[src/rtl/approx_err_monitor.sv]
// approx_err_monitor: windowed error statistics (sum/max/count of ED) for an 8x8 approximate multiplier.
// Define APPROX_ERR_BIAS_EN to build the signed bias accumulator; otherwise bias_sum is tied to 0.
module approx_err_monitor #(
  parameter int LOG2_N = 8
) (
  input  logic                       clk,
  input  logic                       rst,
  input  logic                       start,
  input  logic                       in_valid,
  output logic                       in_ready,
  input  logic [7:0]                 a,
  input  logic [7:0]                 b,
  input  logic [15:0]                y_approx,
  output logic [15+LOG2_N:0]         sum_ed,
  output logic [15:0]                max_ed,
  output logic [LOG2_N:0]            err_cnt,
  output logic signed [16+LOG2_N:0]  bias_sum,
  output logic                       res_valid,
  output logic                       done
);
  typedef enum logic [1:0] {IDLE, RUN, DRAIN, DONE} state_t;
  localparam logic [LOG2_N:0] LAST = {1'b0, {LOG2_N{1'b1}}};
  state_t state_q, state_d;
  logic [LOG2_N:0] cnt_q, cnt_d;
  logic [15:0] exact, ed;
  logic signed [16:0] err;
  logic [15:0] ed_q, max_q, max_d;
  logic nz_q, v1_q, done_q, accept, clr;
  logic [15+LOG2_N:0] sum_q, sum_d;
  logic [LOG2_N:0] errc_q, errc_d;
  assign exact = {8'd0, a} * {8'd0, b};
  assign err = $signed({1'b0, y_approx}) - $signed({1'b0, exact});
  assign ed = err[16] ? 16'(-err) : err[15:0];
  assign in_ready = state_q == RUN;
  assign accept = in_valid && in_ready;
  assign res_valid = state_q == DONE;
  assign done = done_q;
  assign sum_ed = sum_q;
  assign max_ed = max_q;
  assign err_cnt = errc_q;
  always_comb begin
    state_d = state_q;
    cnt_d = cnt_q;
    clr = 1'b0;
    case (state_q)
      IDLE: if (start) begin
        state_d = RUN;
        clr = 1'b1;
      end
      RUN: if (accept) begin
        cnt_d = cnt_q + 1'b1;
        state_d = cnt_q == LAST ? DRAIN : RUN;
      end
      DRAIN: state_d = DONE;
      DONE: if (start) begin
        state_d = RUN;
        clr = 1'b1;
      end
      default: state_d = IDLE;
    endcase
    cnt_d = clr ? '0 : cnt_d;
  end
  // stage 2 folds the sample registered by stage 1 on the previous edge
  always_comb begin
    sum_d = clr ? '0 : v1_q ? sum_q + (16+LOG2_N)'(ed_q) : sum_q;
    max_d = clr ? '0 : (v1_q && ed_q > max_q) ? ed_q : max_q;
    errc_d = clr ? '0 : (v1_q && nz_q) ? errc_q + 1'b1 : errc_q;
  end
  always_ff @(posedge clk or posedge rst) begin
    if (rst) begin
      state_q <= IDLE;
      cnt_q <= '0;
      ed_q <= '0;
      nz_q <= 1'b0;
      v1_q <= 1'b0;
      done_q <= 1'b0;
      sum_q <= '0;
      max_q <= '0;
      errc_q <= '0;
    end else begin
      state_q <= state_d;
      cnt_q <= cnt_d;
      v1_q <= accept;
      done_q <= state_q == DRAIN;
      sum_q <= sum_d;
      max_q <= max_d;
      errc_q <= errc_d;
      if (accept) begin
        ed_q <= ed;
        nz_q <= ed != 16'd0;
      end
    end
  end
`ifdef APPROX_ERR_BIAS_EN
  logic signed [16:0] err_q;
  logic signed [16+LOG2_N:0] bias_q;
  always_ff @(posedge clk or posedge rst) begin
    if (rst) begin
      err_q <= '0;
      bias_q <= '0;
    end else begin
      if (accept) err_q <= err;
      bias_q <= clr ? '0 : v1_q ? bias_q + {{LOG2_N{err_q[16]}}, err_q} : bias_q;
    end
  end
  assign bias_sum = bias_q;
`else
  assign bias_sum = '0;
`endif
endmodule

[config.mk]
export PLATFORM = sky130hd
export DESIGN_NAME = approx_err_monitor
export DESIGN_NICKNAME = d
export VERILOG_FILES = /design/src/rtl/approx_err_monitor.sv
export SDC_FILE = /design/constraint.sdc
export NUM_CORES = 1
export LEC_CHECK = 0
export ABC_CLOCK_PERIOD_IN_PS = 9500
export BUFFER_PORTS_ARGS = -buffer_cell sky130_fd_sc_hd__buf_2
export CELL_PAD_IN_SITES_DETAIL_PLACEMENT = 0
export CELL_PAD_IN_SITES_GLOBAL_PLACEMENT = 1
export CORE_UTILIZATION = 49
export CTS_CLUSTER_DIAMETER = 100
export DETAILED_ROUTE_END_ITERATION = 8
export MAX_ROUTING_LAYER = met4
export PLACE_DENSITY_LB_ADDON = 0.1
export SLEW_MARGIN = 30
export SYNTH_ARGS = -nofsm -noshare
export SYNTH_HDL_FRONTEND = slang
export SYNTH_SLANG_ARGS = --single-unit
[constraint.sdc]
create_clock -name clk -period 9.5 [get_ports clk]
set_clock_uncertainty 0.05 [all_clocks]
set_input_delay 1.425 -clock clk [delete_from_list [all_inputs] [get_ports clk]]
set_output_delay 1.425 -clock clk [all_outputs]
set_load 0.02 [all_outputs]
### After elaboration in Yosys (flattened, before gate mapping)

Cells that the tools add are included.

| storage, ports and cells | value |
|---|---|
| bits in registers | 79 |
| input port bits | 36 |
| output and inout port bits | 77 |
| word-level logic and storage cells | 51 |

| cells by class | value |
|---|---|
| $add $sub $neg | 5 |
| multiply operators | 1 |
| $lt $le $gt $ge | 1 |
| eq/ne operators | 6 |
| mux-type cells | 16 |
| reduce and logical (&&, ||, !) cells | 13 |

Operators with widths:

| cell | count |
|---|---|
| $mux 16 | 3 |
| $mux 24 | 2 |
| $mux 9 | 5 |
| $add 24x16->24 | 1 |
| $add 9x1->9 const B | 2 |
| $sub 16x16->17 | 1 |
| $gt 16x16->1 | 1 |
| $mul 8x8->16 | 1 |
| $neg 16->16 | 1 |
| $reduce_bool 16->1 | 1 |
| $reduce_bool 2->1 | 5 |
| $eq 9x8->1 const B | 1 |
| $mux 2 | 3 |
| $pmux 2 s3 | 1 |
| $eq 2x2->1 const B | 2 |
| $ne 2x1->1 const B | 2 |
| $reduce_and 2->1 | 2 |
| $logic_and 1x1->1 | 3 |
| $eq 2x1->1 const B | 1 |
| $logic_not 2->1 | 1 |
| $mux 1 | 2 |
| $reduce_or 2->1 | 1 |

### Logic depth before layout (Yosys ltp)

| depth | value |
|---|---|
| word-level depth | 5 |
| depth in mapped cells | 22 |
| gate-level depth less buffers | 20 |

### Least setup slack after synthesis

OpenSTA, ideal clock, no wires.

| timing path | value |
|---|---|
| kind | in2reg |
| start | in a[2] |
| end | reg nz_q |
| setup time | 0.133 ns |
| arrival | 6.935 ns |
| data required time | 9.317 ns |
| path slack | 2.382 ns |
| cell stages on the path | 19 |
| path buffers | 1 |
| cell sequence | clkbuf_1 -> nand2_1 -> fa_1 -> fa_1 -> fa_1 -> inv_1 -> fa_1 -> inv_1 -> ha_1 -> a21oi_1 -> o32ai_1 -> a211o_1 -> a211o_2 -> a32o_2 -> or3_4 -> or4b_1 -> a211o_1 -> a2111oi_2 -> a31oi_1 |

| between the ends | value |
|---|---|
| word-level cells in the longest chain between the ends | 5 |

Ends and longest elaborated chain:

| element | RTL line | source |
|---|---|---|
| start, declared | 11 | `input logic [7:0] a,` |
| $mul 8x8->16 * | 31 | `assign exact = {8'd0, a} * {8'd0, b};` |
| $sub 16x16->17 * | 32 | `assign err = $signed({1'b0, y_approx}) - $signed({1'b0, exact});` |
| $neg 16->16 | 33 | `assign ed = err[16] ? 16'(-err) : err[15:0];` |
| $mux 16 * | 33 |  |
| $reduce_bool 16->1 * | 90 | `nz_q <= ed != 16'd0;` |
| end signal, assigned | 74 | `nz_q <= 1'b0;` |
| end signal, assigned | 90 |  |
| end, declared | 28 | `logic nz_q, v1_q, done_q, accept, clr;` |

Mark *: on every way between the ends. The rest lies on a longest branch, timed or not.
A chain may end at the register's enable or synchronous reset.

### Final worst setup path

| timing path | value |
|---|---|
| start | in b[4] |
| end | reg nz_q |

| between the ends | value |
|---|---|
| word-level cells in the longest chain between the ends | 5 |

Ends and longest elaborated chain:

| element | RTL line | source |
|---|---|---|
| start, declared | 12 | `input logic [7:0] b,` |
| $mul 8x8->16 * | 31 |  |
| $sub 16x16->17 * | 32 |  |
| $neg 16->16 | 33 |  |
| $mux 16 * | 33 |  |
| $reduce_bool 16->1 * | 90 |  |

Marks and branches as above.

==> out/qor.txt <==
Met2 WL -> 8.57 mm
Vias -> 6271
Latest clock arrival within the worst-skew pair -> 0.33 ns
Final TNS setup -> 0 ns
Worst Reg2Reg Path Length in Cells -> 13
Worst Setup Path Type -> in -> reg
Slowest-stage cell, CP -> a2111oi_0
CTS Hold Bufs -> 0
EDFF count, synth -> 0
Fin crit period -> 7.14 ns
Worst path depth -> 20
DR iter-0 viols -> 209
Crit path cell chain -> buf_2, and2_1, fa_1, inv_1, fa_1, fa_1, inv_1, fa_1, inv_1, ha_1, a21oi_1, o32ai_1, a211o_1, a2111oi_0, nor2_1, xnor2_1, or4b_1, a211o_1, a2111oi_2, a31oi_1
First-pass DRT Iterations -> 4
# setup viols final -> 0
Outcome -> complete, no violations
Cell area after synthesis -> 8160 µm²
Die span in y -> 131 µm
IO Pins -> 113
First-pass GRT wire length -> 28.7 mm
CTS clk-pin slew, worst paths -> 0.06 ns
Async set-reset flop share out of synthesis -> 100%
Post-synthesis sequential area ratio -> 24.2%
Max Slew Vio Count -> 0
Fill cells -> 1539
Capturing point of the worst reg2reg path -> sum_ed[16]$_DFFE_PP0P_
Ys Warns -> 0
Wire length on met1 -> 7.96 mm
CTS tree -> built
Ratio of cells with drive above 1 in the final layout -> 13.6%
Worst setup margin -> 2.36 ns
WP buf/inv -> 4
Layout Nets -> 1179
CP top delay family -> adder cells
Worst VDD drop -> 0.000150 V
Most common cell on crit path -> fa_1
FF+latch count, synth -> 79
Max Fanout on Critical Path -> 8
F_max -> 140 MHz
Pwr Total -> 3.61 mW
Pwr per Cell Area -> 402 nW/µm²
Die ar. -> 17200 µm²
CTS Sinks -> 79
Horiz. Die Dim -> 131 µm
Static leakage -> 4.46 nW
WHS -> 0.490 ns
HP Class -> reg -> reg
CTS H-tree depth -> 3
Place WS -> 2.02 ns
Worst-Margin Slew -> 0.878 ns
Core Area -> 16100 µm²
DRT Wirelength -> 17.2 mm
Netlist cell types -> 76
Max-Cap Viols -> 0
CTS Root Buffer Type -> clkbuf_16
Post-synth top area share -> 24.2%
Number of global-route vias before repair -> 5983
Met3 WL -> 403 µm
Most frequent cells in the layout -> inv_1, nand2_1, buf_2, nor2_1, ha_1
Num CTS Buffers -> 9
Synth Area per Inst -> 8.78 µm²
Critical Path RT -> 9.65 ns
Detailed-route DRC error count -> 0
GRT Total Usage -> 21.8%
CP Launch Type -> input pin
Top flip-flop cell by instance count after synthesis -> dfrtp_1
Cell accounting for the most synthesized area -> dfrtp_1
Number of cell rows -> 46
Worst Setup SP -> b[4]
Layout area overhead -> 9.98%
RSZ-0062 raised after global routing -> false
Final Cycle Share -> 75.1%
Post-DP HPWL -> 13.8 mm
Crit path to -> nz_q$_DFFE_PP0P_
Ant diodes -> 0
Post-CTS Setup Repair Bufs -> 0
Crit. End Element -> flop
Relative slew slack -> 41.1%
DR vias/cell -> 5.09
Commonest non-fill, non-tap cell in the layout -> inv_1
RR Startpoint -> sum_ed[0]$_DFFE_PP0P_
Grt ovf -> 0
Fin. Hold Viols -> 0
CTS Buffer Depth -> 2
Routed len/inst -> 13.9 µm
Pin count of the biggest net entering global routing -> 80
Antenna violations before repair -> 0
Final ANT Viol Nets -> 0
Gpl congestion -> 0.839
Input/output buffers -> 87
Highest metal used -> met4
Reg2Reg Setup Slack -> 6.19 ns
Mapped Cells -> 929
Synth top area cells -> dfrtp_1, fa_1, ha_1, inv_1, nand2_1
Resized cells post-CTS -> 0
Slowest stage delay, CP -> 0.61 ns
Starting density of the core -> 50.8%
Crit path DAT -> 7.29 ns
worst reg2reg max path, stage by stage, from the launching register on:
cell      delay [ns]
dfrtp_1         0.38
ha_1            0.17
inv_1           0.05
fa_1            0.37
nor2b_1         0.14
o21ai_0         0.08
nor2b_1         0.15
o21bai_1        0.13
a21o_1          0.16
a21oi_1         0.14
o311a_1         0.43
o31ai_2         0.56
a21oi_1         0.15
a31o_2          0.23
metrics by stage:
| step | instances | util [%] | cell area, µm² |
|---|---|---|---|
| after floorplan | 953 | - | 8250 |
| after global placement | 1215 | 54.1 | 8690 |
| after detailed placement | 1215 | 54.2 | 8700 |
| after CTS | 1231 | 55.8 | 8960 |
| after global routing | 1231 | 55.9 | 8970 |
| final | 1231 | 55.9 | 8970 |
registers in the layout, summed over array words and instances (netlist names):
| name | count |
|---|---|
| sum_ed | 24 |
| ed_q | 16 |
| max_ed | 16 |
| cnt_q | 9 |
| err_cnt | 9 |
| state_q | 2 |
| done | 1 |
| nz_q | 1 |
| v1_q | 1 |
cell families (layout without fill, tap and decap cells):
logic type / count (synthesis) / after routing / share of synthesized area (%)
xor+xnor: 54 / 54 / 5.89
other cells: 1 / 25 / 0.0460
simple gates: 294 / 294 / 17.5
buf+inv: 179 / 241 / 9.82
mux: 29 / 29 / 3.56
compound gates: 160 / 160 / 13.8
flops: 79 / 79 / 24.2
fa+ha+maj: 133 / 133 / 25.2
worst min-delay path by stage:
stage / startpoint / end / slack [ns] / cells after the start
final: sum_ed[23]$_DFFE_PP0P_ / sum_ed[23]$_DFFE_PP0P_ / 0.49 / 2
after detailed placement: err_cnt[8]$_DFFE_PP0P_ / err_cnt[8]$_DFFE_PP0P_ / 0.48 / 2
after CTS: err_cnt[8]$_DFFE_PP0P_ / err_cnt[8]$_DFFE_PP0P_ / 0.50 / 2
after global placement: err_cnt[8]$_DFFE_PP0P_ / err_cnt[8]$_DFFE_PP0P_ / 0.47 / 2
after global routing: state_q[1]$_DFFE_PP0P_ / state_q[1]$_DFFE_PP0P_ / 0.53 / 2
after floorplan: cnt_q[4]$_DFFE_PP0P_ / cnt_q[4]$_DFFE_PP0P_ / 0.45 / 2
cells in the mapped netlist (all sizes together) (3+ instances only):
| master | number |
|---|---|
| o31ai | 4 |
| or3 | 8 |
| nand3 | 12 |
| clkbuf | 13 |
| nand2 | 94 |
| nor3 | 13 |
| mux2i | 29 |
| nand3b | 3 |
| a211oi | 10 |
| o21a | 11 |
| xor2 | 30 |
| nor4b | 3 |
| ha | 81 |
| nor3b | 4 |
| nand4 | 9 |
| nor2 | 84 |
| a21oi | 37 |
| a211o | 3 |
| inv | 133 |
| o21bai | 3 |
| fa | 52 |
| o211ai | 6 |
| nor2b | 5 |
| or2 | 3 |
| buf | 32 |
| xnor2 | 24 |
| a31oi | 4 |
| o21ai | 35 |
| a21o | 15 |
| nand2b | 3 |
| a31o | 5 |
| dfrtp | 79 |
| and2 | 36 |
| and3 | 11 |
| a2111oi | 3 |
metal layers:
layer  vias up  track usage [%]
li1       3212                -
met1      2949             26.9
met2        94             38.3
met3        16             2.24
met4         0             5.48
met5         -                -
report_power, final:
part           internal [mW]  leakage (nW)  switching (mW)
Clock                  0.175         0.124           0.136
Sequential             0.495         0.936           0.146
Combinational           1.11          3.40            1.55
Total                   1.78          4.46            1.83
layout make-up:
class                      instances  area (µm²)  area share, %
clock buffer                      10         229           2.55
clock inverter                     6        37.5          0.418
sequential                        79        1980           22.0
timing repair buffer              91         469           5.23
multi-input combinational        695        5490           61.1
tap                              216         270           3.01
inverter                         134         504           5.62
(Power assumes the default switching activity.)
